<file path="src/rtl/frogger_level_controller_pkg.sv">
// -----------------------------------------------------------------------------
// frogger_level_controller_pkg
// Shared definitions for the Frogger level sequencer and its scroll prescaler:
//   - flc_state_e       : level-sequencer state encoding
//   - STROBE_ACTIVE/IDLE: polarity of the active-low player-FSM strobes
//   - WAIT_ACK_TIMEOUT  : clocks without a player-FSM ack before PlayerLose is re-sent
//   - scroll_period()   : scroll-tick period for a given level (never below 1)
// -----------------------------------------------------------------------------
package frogger_level_controller_pkg;

  typedef enum logic [3:0] {
    ST_IDLE     = 4'd0,
    ST_START    = 4'd1,
    ST_RUN      = 4'd2,
    ST_HIT      = 4'd3,
    ST_LEVELUP  = 4'd4,
    ST_WAIT_ACK = 4'd5,
    ST_RESPAWN  = 4'd6,
    ST_RELOAD   = 4'd7,
    ST_GAMEOVER = 4'd8,
    ST_WIN      = 4'd9
  } flc_state_e;

  // PlayerLose / FinishedLevel are active-low strobes into the player FSM.
  localparam logic STROBE_ACTIVE = 1'b0;
  localparam logic STROBE_IDLE   = 1'b1;

  localparam int unsigned WAIT_ACK_TIMEOUT = 16;
  localparam int unsigned TMO_W            = $clog2(WAIT_ACK_TIMEOUT);

  // Period halves with every level; clamp so a deep level never yields 0.
  function automatic int unsigned scroll_period(input int unsigned base,
                                                input logic [1:0]  lvl);
    int unsigned p;
    p = base >> lvl;
    if (p == 32'd0) begin
      p = 32'd1;
    end else begin
      p = p;
    end
    return p;
  endfunction

endpackage

</file>
<file path="src/rtl/frogger_tick_prescaler.sv">
// -----------------------------------------------------------------------------
// frogger_tick_prescaler
// Generates the one-cycle obstacle-scroll enable. The counter runs 0..P-1 with
// P = BASE_PERIOD >> level (minimum 1) and the tick is high in the cycle the
// counter sits at P-1, i.e. the cycle in which it wraps.
// Ports:
//   clk_i, rst_i   : clock, asynchronous active-high reset
//   level_i [1:0]  : level valid in the coming cycle
//   enable_i       : the coming cycle is a counting (RUN) cycle
//   clear_i        : restart the count from 0 for the coming cycle
//   scroll_tick_o  : registered one-cycle scroll enable
// -----------------------------------------------------------------------------
module frogger_tick_prescaler
  import frogger_level_controller_pkg::*;
#(
  parameter int unsigned BASE_PERIOD = 24
) (
  input  logic       clk_i,
  input  logic       rst_i,
  input  logic [1:0] level_i,
  input  logic       enable_i,
  input  logic       clear_i,
  output logic       scroll_tick_o
);

  localparam int unsigned CNT_W = (BASE_PERIOD > 1) ? $clog2(BASE_PERIOD) : 1;

  logic [CNT_W-1:0] cnt_q;
  logic [CNT_W-1:0] cnt_d;
  logic [CNT_W-1:0] last_s;
  logic             tick_q;
  logic             tick_d;
  int unsigned      period_s;

  // Terminal count for the level that applies to the coming cycle.
  always_comb begin
    period_s = scroll_period(BASE_PERIOD, level_i);
    last_s   = CNT_W'(period_s - 32'd1);
  end

  // Next count, and a look-ahead so the tick register lines up with the
  // cycle whose count value is the terminal count.
  always_comb begin
    cnt_d = cnt_q;
    if (!enable_i) begin
      cnt_d = {CNT_W{1'b0}};
    end else if (clear_i) begin
      cnt_d = {CNT_W{1'b0}};
    end else if (cnt_q >= last_s) begin
      cnt_d = {CNT_W{1'b0}};
    end else begin
      cnt_d = cnt_q + {{(CNT_W-1){1'b0}}, 1'b1};
    end
    tick_d = enable_i && (cnt_d == last_s);
  end

  // Counter and tick registers.
  always_ff @(posedge clk_i or posedge rst_i) begin
    if (rst_i) begin
      cnt_q  <= {CNT_W{1'b0}};
      tick_q <= 1'b0;
    end else begin
      cnt_q  <= cnt_d;
      tick_q <= tick_d;
    end
  end

  assign scroll_tick_o = tick_q;

endmodule

</file>
<file path="src/rtl/frogger_level_controller.sv">
// -----------------------------------------------------------------------------
// frogger_level_controller
// Game-level sequencer in front of the player state machine. Detects collisions
// between the player row and the active obstacle row, tracks lives and level,
// and drives the active-low PlayerLose / FinishedLevel strobes that walk the
// player FSM through its lose -> load-player sequence. Owns the level-dependent
// obstacle scroll tick through frogger_tick_prescaler.
// Ports:
//   SC_PLAYER_STATEMACHINE_CLOCK_50      : system clock
//   SC_PLAYER_STATEMACHINE_RESET_InHigh  : asynchronous active-high reset
//   start_InLow           : start button (synchronised, debounced)
//   player_row [7:0]      : one-hot player position (0 = row not loaded)
//   obstacle_row [7:0]    : obstacles on the player's row
//   goal_InLow            : low when the player reached the goal row
//   player_lose_ack_InLow : player FSM is in its lose state (low)
//   PlayerLose_OutLow     : one-cycle low strobe to the player FSM
//   FinishedLevel_OutLow  : one-cycle low strobe to the player FSM
//   scroll_tick           : one-cycle obstacle-shift enable
//   level [1:0], lives [1:0], game_over, game_won : status to the display
// All outputs are registered. Strobes are decoded from the next state so that
// each is low exactly during the cycle the FSM spends in the strobing state.
// -----------------------------------------------------------------------------
module frogger_level_controller
  import frogger_level_controller_pkg::*;
#(
  parameter int unsigned BASE_PERIOD  = 24,
  parameter int unsigned START_LIVES  = 3,
  parameter int unsigned MAX_LEVEL    = 3,
  parameter int unsigned RESPAWN_HOLD = 8
) (
  input  logic       SC_PLAYER_STATEMACHINE_CLOCK_50,
  input  logic       SC_PLAYER_STATEMACHINE_RESET_InHigh,
  input  logic       start_InLow,
  input  logic [7:0] player_row,
  input  logic [7:0] obstacle_row,
  input  logic       goal_InLow,
  input  logic       player_lose_ack_InLow,
  output logic       PlayerLose_OutLow,
  output logic       FinishedLevel_OutLow,
  output logic       scroll_tick,
  output logic [1:0] level,
  output logic [1:0] lives,
  output logic       game_over,
  output logic       game_won
);

  localparam logic [1:0]       LEVEL_MAX  = 2'(MAX_LEVEL);
  localparam logic [1:0]       LIVES_INIT = 2'(START_LIVES);
  localparam int unsigned      HOLD_W     = $clog2(RESPAWN_HOLD) + 1;
  localparam logic [HOLD_W-1:0] HOLD_LAST = HOLD_W'(RESPAWN_HOLD - 1);
  localparam logic [TMO_W-1:0]  TMO_LAST  = TMO_W'(WAIT_ACK_TIMEOUT - 1);

  flc_state_e        state_q;
  flc_state_e        state_d;
  logic [1:0]        level_q;
  logic [1:0]        level_d;
  logic [1:0]        lives_q;
  logic [1:0]        lives_d;
  logic [HOLD_W-1:0] hold_q;
  logic [HOLD_W-1:0] hold_d;
  logic [TMO_W-1:0]  tmo_q;
  logic [TMO_W-1:0]  tmo_d;
  logic              pl_q;
  logic              pl_d;
  logic              fl_q;
  logic              fl_d;
  logic              over_q;
  logic              over_d;
  logic              won_q;
  logic              won_d;

  logic              hit_s;
  logic              run_next_s;
  logic              run_clear_s;

  // An unloaded player row (all zero) can never collide.
  assign hit_s = |(player_row & obstacle_row);

  // Next-state, counter and strobe decode for the level sequencer.
  always_comb begin
    state_d = state_q;
    level_d = level_q;
    lives_d = lives_q;
    hold_d  = hold_q;
    tmo_d   = tmo_q;
    pl_d    = STROBE_IDLE;
    fl_d    = STROBE_IDLE;

    unique case (state_q)
      ST_IDLE: begin
        if (!start_InLow) begin
          state_d = ST_START;
        end else begin
          state_d = ST_IDLE;
        end
      end

      ST_START: begin
        lives_d = LIVES_INIT;
        level_d = 2'd0;
        state_d = ST_RUN;
      end

      ST_RUN: begin
        // A collision wins over reaching the goal in the same cycle.
        if (hit_s) begin
          state_d = ST_HIT;
          pl_d    = STROBE_ACTIVE;
        end else if (!goal_InLow) begin
          state_d = ST_LEVELUP;
          // The final level ends in WIN and leaves the player FSM alone.
          if (level_q != LEVEL_MAX) begin
            pl_d = STROBE_ACTIVE;
          end else begin
            pl_d = STROBE_IDLE;
          end
        end else begin
          state_d = ST_RUN;
        end
      end

      ST_HIT: begin
        if (lives_q != 2'd0) begin
          lives_d = lives_q - 2'd1;
        end else begin
          lives_d = lives_q;
        end
        tmo_d   = {TMO_W{1'b0}};
        state_d = ST_WAIT_ACK;
      end

      ST_LEVELUP: begin
        if (level_q == LEVEL_MAX) begin
          state_d = ST_WIN;
        end else begin
          level_d = level_q + 2'd1;
          tmo_d   = {TMO_W{1'b0}};
          state_d = ST_WAIT_ACK;
        end
      end

      ST_WAIT_ACK: begin
        if (!player_lose_ack_InLow) begin
          hold_d  = {HOLD_W{1'b0}};
          tmo_d   = {TMO_W{1'b0}};
          state_d = ST_RESPAWN;
        end else if (tmo_q == TMO_LAST) begin
          // The player FSM missed the strobe: send it again and re-arm.
          tmo_d = {TMO_W{1'b0}};
          pl_d  = STROBE_ACTIVE;
        end else begin
          tmo_d = tmo_q + {{(TMO_W-1){1'b0}}, 1'b1};
        end
      end

      ST_RESPAWN: begin
        // Out of lives: park here until GAMEOVER, no reload for the player.
        if (lives_q == 2'd0) begin
          state_d = ST_GAMEOVER;
        end else if (hold_q == HOLD_LAST) begin
          state_d = ST_RELOAD;
          fl_d    = STROBE_ACTIVE;
        end else begin
          hold_d = hold_q + {{(HOLD_W-1){1'b0}}, 1'b1};
        end
      end

      ST_RELOAD: begin
        state_d = ST_RUN;
      end

      ST_GAMEOVER, ST_WIN: begin
        if (!start_InLow) begin
          state_d = ST_START;
        end else begin
          state_d = state_q;
        end
      end

      default: begin
        state_d = ST_IDLE;
      end
    endcase

    over_d = (state_d == ST_GAMEOVER);
    won_d  = (state_d == ST_WIN);
  end

  // The prescaler only counts in RUN and restarts on every entry into RUN.
  assign run_next_s  = (state_d == ST_RUN);
  assign run_clear_s = (state_q != ST_RUN);

  // Sequencer state, counters and registered outputs.
  always_ff @(posedge SC_PLAYER_STATEMACHINE_CLOCK_50 or
              posedge SC_PLAYER_STATEMACHINE_RESET_InHigh) begin
    if (SC_PLAYER_STATEMACHINE_RESET_InHigh) begin
      state_q <= ST_IDLE;
      level_q <= 2'd0;
      lives_q <= 2'd0;
      hold_q  <= {HOLD_W{1'b0}};
      tmo_q   <= {TMO_W{1'b0}};
      pl_q    <= STROBE_IDLE;
      fl_q    <= STROBE_IDLE;
      over_q  <= 1'b0;
      won_q   <= 1'b0;
    end else begin
      state_q <= state_d;
      level_q <= level_d;
      lives_q <= lives_d;
      hold_q  <= hold_d;
      tmo_q   <= tmo_d;
      pl_q    <= pl_d;
      fl_q    <= fl_d;
      over_q  <= over_d;
      won_q   <= won_d;
    end
  end

  frogger_tick_prescaler #(
    .BASE_PERIOD (BASE_PERIOD)
  ) u_prescaler (
    .clk_i         (SC_PLAYER_STATEMACHINE_CLOCK_50),
    .rst_i         (SC_PLAYER_STATEMACHINE_RESET_InHigh),
    .level_i       (level_d),
    .enable_i      (run_next_s),
    .clear_i       (run_clear_s),
    .scroll_tick_o (scroll_tick)
  );

  assign PlayerLose_OutLow    = pl_q;
  assign FinishedLevel_OutLow = fl_q;
  assign level                = level_q;
  assign lives                = lives_q;
  assign game_over            = over_q;
  assign game_won             = won_q;

endmodule

</file>
<file path="config.mk">
export PLATFORM = sky130hd
export DESIGN_NAME = frogger_level_controller
export DESIGN_NICKNAME = d
export VERILOG_FILES = /design/src/rtl/frogger_level_controller_pkg.sv /design/src/rtl/frogger_tick_prescaler.sv /design/src/rtl/frogger_level_controller.sv
export SDC_FILE = /design/constraint.sdc
export NUM_CORES = 1
export LEC_CHECK = 0
export CORE_ASPECT_RATIO = 0.5
export CORE_MARGIN = 4
export CORE_UTILIZATION = 55
export DETAILED_ROUTE_END_ITERATION = 16
export DONT_BUFFER_PORTS = 1
export PLACE_DENSITY_LB_ADDON = 0.05
export SYNTH_ARGS = -nofsm -noshare
export SYNTH_HDL_FRONTEND = slang
export SYNTH_SLANG_ARGS = --single-unit
</file>
<file path="constraint.sdc">
create_clock -name SC_PLAYER_STATEMACHINE_CLOCK_50 -period 5 [get_ports SC_PLAYER_STATEMACHINE_CLOCK_50]
set_input_delay 1 -clock SC_PLAYER_STATEMACHINE_CLOCK_50 [delete_from_list [all_inputs] [get_ports SC_PLAYER_STATEMACHINE_CLOCK_50]]
set_output_delay 1 -clock SC_PLAYER_STATEMACHINE_CLOCK_50 [all_outputs]
set_load 0.02 [all_outputs]
</file>
After elaboration in Yosys (flattened, before gate mapping)
Cells that the tools add are included.
Storage, ports and cells
  word-level logic and storage cells: 91
  output and inout port bits: 9
  register bits after elaboration: 26
Cells by class
  reductions and logical operators: 14
  bitwise logic cells: 1
  $lt $le $gt $ge: 1
  shift operators: 1
  add/subtract/negate cells: 6
  eq/ne operators: 23
  multiplexer cells: 34
Operators with widths (number)
  4-bit 2-to-1 mux: 11
  32-bit logical NOT: 1
  4-bit case mux with 8 select lines: 1
  5-bit by 2-bit >> shifter with 32-bit output (first input constant): 1
  4-bit by 3-bit equality test with 1-bit output (second input constant): 5
  4-bit equality test (second input constant): 5
  5-bit 2-to-1 mux: 4
  4-bit by 2-bit equality test with 1-bit output (second input constant): 3
  2-bit != test (second input constant): 6
  4-bit case mux with 3 select lines: 1
  1-bit 2-to-1 mux: 9
  4-bit by 1-bit adder with 4-bit output (second input constant): 2
  8-bit bitwise AND: 1
  2-bit case mux with 2 select lines: 2
  4-bit case mux with 2 select lines: 1
  8-bit OR reduction: 1
  3-bit 2-to-1 mux: 2
  2-bit nonzero test: 3
  5-bit by 1-bit adder with 5-bit output (second input constant): 1
  5-bit equality test: 1
  5-bit greater-or-equal comparator: 1
  5-bit by 1-bit subtractor with 5-bit output (second input constant): 1
  4-bit by 1-bit equality test with 1-bit output (second input constant): 1
  4-bit logical NOT: 1
  other kinds (12): 15

Logic depth before layout (Yosys ltp)
  depth in word-level cells: 13
  gate-level depth with buffers: 13
  mapped depth without buffers: 12

Cells and area by module
From an unflattened synthesis, not the netlist that was laid out.
Second synthesis, totals
  cells, all modules: 193
  area total of the unflattened synthesis: 1744.2 sq um
By module, submodules not included
  frogger_level_controller: times used 1, sequential area each 503.0 sq um, area each 1218.7 sq um, cells each 133
  frogger_tick_prescaler: times used 1, sequential area each 150.1 sq um, area each 525.5 sq um, cells each 60

Worst setup path before layout
No wires, ideal clock.
  kind: register -> register
  from: register level_q[0], in the netlist level[0]
  to: register u_prescaler.tick_q, in the netlist u_prescaler.scroll_tick_o
  setup slack: 2183 ps
  arrival time: 2750 ps
  stages on the path, launching flop included: 12
  path buffers: 0
  required time: 4933 ps
  clock period less this slack: 2817 ps
  path through: dfrtp_1 or4b_1 a221o_1 clkinv_1 nand2_1 ha_1 nand2b_1 a31oi_1 o21ai_2 o21a_1 o32ai_2 o311a_1
On the way
  word-level cells in the longest chain between the ends: 13
Ends and longest elaborated chain
  start: declaration: RTL line frogger_level_controller.sv:55  | logic [1:0] level_q;
  start signal: assignment: RTL line frogger_level_controller.sv:208  | level_q <= level_d;
  2-bit by 1-bit adder with 2-bit output or 2-bit equality test (tied branches): RTL line frogger_level_controller.sv:136, frogger_level_controller.sv:133
  2-bit 2-to-1 mux (*): RTL line frogger_level_controller.sv:133  | if (level_q == LEVEL_MAX) begin
  2-bit case mux with 2 select lines (*): RTL line frogger_level_controller.sv:89  | unique case (state_q)
  net level_d[1]: RTL line frogger_level_controller.sv:56  | logic [1:0] level_d;
  5-bit by 2-bit >> shifter with 32-bit output (*): RTL line frogger_level_controller_pkg.sv:35  | p = base >> lvl;
  32-bit logical NOT: RTL line frogger_level_controller_pkg.sv:36  | if (p == 32'd0) begin
  5-bit 2-to-1 mux (*): RTL line frogger_level_controller_pkg.sv:36
  5-bit by 1-bit subtractor with 5-bit output (*): RTL line frogger_tick_prescaler.sv:38  | last_s = CNT_W'(period_s - 32'd1);
  5-bit greater-or-equal comparator: RTL line frogger_tick_prescaler.sv:49  | end else if (cnt_q >= last_s) begin
  5-bit 2-to-1 mux: RTL line frogger_tick_prescaler.sv:49
  5-bit 2-to-1 mux: RTL line frogger_tick_prescaler.sv:47  | end else if (clear_i) begin
  5-bit 2-to-1 mux: RTL line frogger_tick_prescaler.sv:45  | if (!enable_i) begin
  5-bit equality test (*): RTL line frogger_tick_prescaler.sv:54  | tick_d = enable_i && (cnt_d == last_s);
  1-bit logical AND (*): RTL line frogger_tick_prescaler.sv:54
  net u_prescaler.tick_d: RTL line frogger_tick_prescaler.sv:32  | logic tick_d;
  end signal: assignment: RTL line frogger_tick_prescaler.sv:64  | tick_q <= tick_d;
  end: declaration: RTL line frogger_tick_prescaler.sv:31  | logic tick_q;
Mark *: on every way through the listed nets, which the timed path passes. The rest lies on a longest branch.
A chain may end at the register's enable or synchronous reset.

Worst setup path after layout
  from: register state_q[1]
  to: register u_prescaler.tick_q, in the netlist u_prescaler.scroll_tick_o
On the way
  word-level cells in the longest chain between the ends: 12
Ends and longest elaborated chain
  start: declaration: RTL line frogger_level_controller.sv:53  | flc_state_e state_q;
  start signal: assignment: RTL line frogger_level_controller.sv:207  | state_q <= state_d;
  4-bit by 3-bit equality test with 1-bit output or 4-bit by 1-bit equality test with 1-bit output (tied branches): RTL line frogger_level_controller.sv:89
  2-bit case mux with 2 select lines (*): RTL line frogger_level_controller.sv:89
  net level_d[1]: RTL line frogger_level_controller.sv:56
  5-bit by 2-bit >> shifter with 32-bit output (*): RTL line frogger_level_controller_pkg.sv:35
  32-bit logical NOT: RTL line frogger_level_controller_pkg.sv:36
  5-bit 2-to-1 mux (*): RTL line frogger_level_controller_pkg.sv:36
  5-bit by 1-bit subtractor with 5-bit output (*): RTL line frogger_tick_prescaler.sv:38
  5-bit greater-or-equal comparator: RTL line frogger_tick_prescaler.sv:49
  5-bit 2-to-1 mux: RTL line frogger_tick_prescaler.sv:49
  5-bit 2-to-1 mux: RTL line frogger_tick_prescaler.sv:47
  5-bit 2-to-1 mux: RTL line frogger_tick_prescaler.sv:45
  5-bit equality test (*): RTL line frogger_tick_prescaler.sv:54
  1-bit logical AND (*): RTL line frogger_tick_prescaler.sv:54
  net u_prescaler.tick_d: RTL line frogger_tick_prescaler.sv:32
Marked as above.

==> impl_metrics.ini <==
[final_layout]
instances_no_fill = 218
final_layout_size_suffix_gt1_share_pct = 6.63
area_delta_synth_final_pct = 3.80
fill_cells = 230
final_nets = 213
final_cell_mix = nor2_1 (24), dfrtp_1 (24), nand2_1 (16)
diodes = 0

[clocking]
cts_resized = 0
clk_pin_slew_worst_paths_ns = 0.09
postCtsHoldBufs = 0
htree_levels = 1
clockBufferDepth = 2
numCtsBuffers = 3
clk_latency_ns = 0.27
root_buffer = clkbuf_8
clock-sinks = 26
cts_tree = done
cts_setup_buffers = 0

[logic_synthesis]
synth_edf_count = 0
ys_warn_count = 0
synth_cells = 182
synth_area_leaders = dfrtp_1 (36%), ha_1 (6.8%), nor2_1 (5.5%)
async_flop_share_pct = 100
syn_area_mm2 = 0.00165
synth_fp_nets = 212
avgSynthCellArea_um2 = 9.05
synth_top_area_cell = dfrtp_1
synth_cell_types = 55
synth_top_area_share_pct = 36.4
synth_seq_cells = 26
synth-seq-area-share_pct = 39.6
synth_top_flop_cell = dfrtp_1

[drt]
vias_per_cell = 6.20
antenna_left = 0
routedWlPerCell_um = 15.7
routed_wirelength_um = 3420
drc = 0
met2_length_um = 1630
wl_met1_um = 1640
top_layer_used = met4
num_vias = 1352
wl_met3_um = 102
first_pass_iters = 4
drtIter0Drc = 108

[floorplanning]
die_height_um = 46.7
die_area_mm2 = 0.00399
io_pins = 30
start_util_pct = 60.7
core_mm2 = 0.00272
placementRows = 13
die-width_um = 85.4

[setup_path]
reg2regPathDepth = 11
cp_num_cells = 11
path_delay_family = compound AO/OA/AOI/OAI gates
critPathKind = flip-flop to flip-flop
slowest_stage = or4b_1
crit_arrival_ns = 3.41
max_stage_delay_ns = 0.56
worstPathCellList = or4b_1, a221o_1, clkinv_1, nand2_1, ha_1, nand2b_1, a31oi_1, o21ai_2, o21a_1, o32ai_2, o311a_1
reg2reg_slack_ns = 1.80
cp_num_buf_inv = 1
cp-end-kind = flip-flop
cp.required_ns = 5.22
start_kind = flip-flop
crit_fanout = 17

[timing]
max_freq_ghz = 0.313
final_hold_viol_count = 0
slew_headroom_pct = 34.6
tns_ns = 0
min_period_ns = 3.20
fin_skew_ns = 0.00133
finalCritPeriodShare_pct = 63.9
tightest_slew_ns = 0.980
rsz0062_at_grt = no
drv_slew = 0
setup_violations = 0

[grt]
grt_pass1_wl_um = 5550
grt_pass1_vias = 1198
grt_max_degree = 27
grt-ovfl-total = 0
antenna_found_initial = 0
track_usage_pct = 18.4

[hold_path]
min_path_type = flip-flop to flip-flop
min_delay_path_depth = 1

[pwr]
leakagePower_nw = 0.788
power.density_mw_per_mm2 = 494
peakVddDrop_v = 0.000187

[outcome]
status = complete, no violations

[flow_run]
max-cap-violations = 0

[placement]
io_buffers = 0
finalWeightedCongestion = 0.867
place_inst = 215
hpwl_um = 2620
[worst paths after layout]
path | start | end
worst max-delay path | state_q[1] | u_prescaler.scroll_tick_o
worst min-delay path | tmo_q[3] | tmo_q[3]
worst max register to register | state_q[1] | u_prescaler.scroll_tick_o
worst min register to register | tmo_q[3] | tmo_q[3]
max in group asynchronous | SC_PLAYER_STATEMACHINE_RESET_InHigh | hold_q[2]
min in group asynchronous | SC_PLAYER_STATEMACHINE_RESET_InHigh | u_prescaler.cnt_q[0]
[cell usage after synthesis (all sizes together) (2+ instances only)]
cell type  instances
a211oi             2
nand4              2
nand2b             5
inv               11
a22o               3
a21oi              7
nor2              24
a22oi              4
nor3               6
a31oi              2
ha                 9
dfrtp             24
nand3b             2
nor4b              2
xnor2              4
o21ai             11
nand3              5
nand2             16
or4b               2
a2111oi            2
and3               4
a21boi             2
buf                3
o31ai              2
dfstp              2
nor2b              3
[routing by layer]
| metal | global-route usage, % | vias up |
|---|---|---|
| met5 | 0 | - |
| met3 | 4.29 | 6 |
| met4 | 7.57 | 0 |
| met1 | 24.3 | 661 |
| li1 | - | 667 |
| met2 | 30.1 | 18 |
[registers in the layout (all words and copies together) (netlist names)]
signal	count
lives	2
u_prescaler.cnt_q	5
hold_q	4
level	2
PlayerLose_OutLow	1
FinishedLevel_OutLow	1
game_over	1
u_prescaler.scroll_tick_o	1
game_won	1
state_q	4
tmo_q	4
[report_power, final]
group | internal, W | switching, W | leakage [nW]
logic | 0.000157 | 0.000213 | 0.427
clock network | 0.0000541 | 0.0000659 | 0.0216
registers | 0.000258 | 0.0000964 | 0.340
total | 0.000470 | 0.000375 | 0.788
[per-stage QoR]
step                      hold WS (ns)  cell area, um2  setup WS (ns)  utilization [%]  total power, W
after floorplan                  0.473            1650           2.18                -        0.000652
after global placement           0.511            1670           1.96             61.4        0.000718
final                            0.516            1710           1.80             63.0        0.000844
after global routing             0.535            1710           1.61             63.0        0.000921
after detailed placement         0.507            1670           1.83             61.4        0.000728
after CTS                        0.522            1710           1.80             63.0        0.000847
[cell families after synthesis]
logic type | after synthesis | share of synthesized area [%]
compound gates | 47 | 21.0
xor+xnor | 5 | 2.66
fa+ha+maj | 9 | 6.83
buf+inv | 16 | 4.25
flops | 26 | 39.6
mux | 2 | 1.29
simple gates | 77 | 24.3
[worst reg2reg max path, stage by stage, from the launching register on]
cell,delay [ns]
dfrtp_1,0.54
or4b_1,0.56
a221o_1,0.41
clkinv_1,0.15
nand2_1,0.09
ha_1,0.27
nand2b_1,0.14
a31oi_1,0.22
o21ai_2,0.16
o21a_1,0.20
o32ai_2,0.20
o311a_1,0.20
[area by class of cell]
| type | instances | area (um2) | share of cell area (%) |
|---|---|---|---|
| flip-flops and latches | 26 | 653 | 38.2 |
| inverters | 12 | 45.0 | 2.63 |
| multi-input cells | 140 | 925 | 54.1 |
| well taps | 37 | 46.3 | 2.71 |
| clock buffers | 3 | 41.3 | 2.41 |
Note: power is estimated with default switching activity, not from simulation.
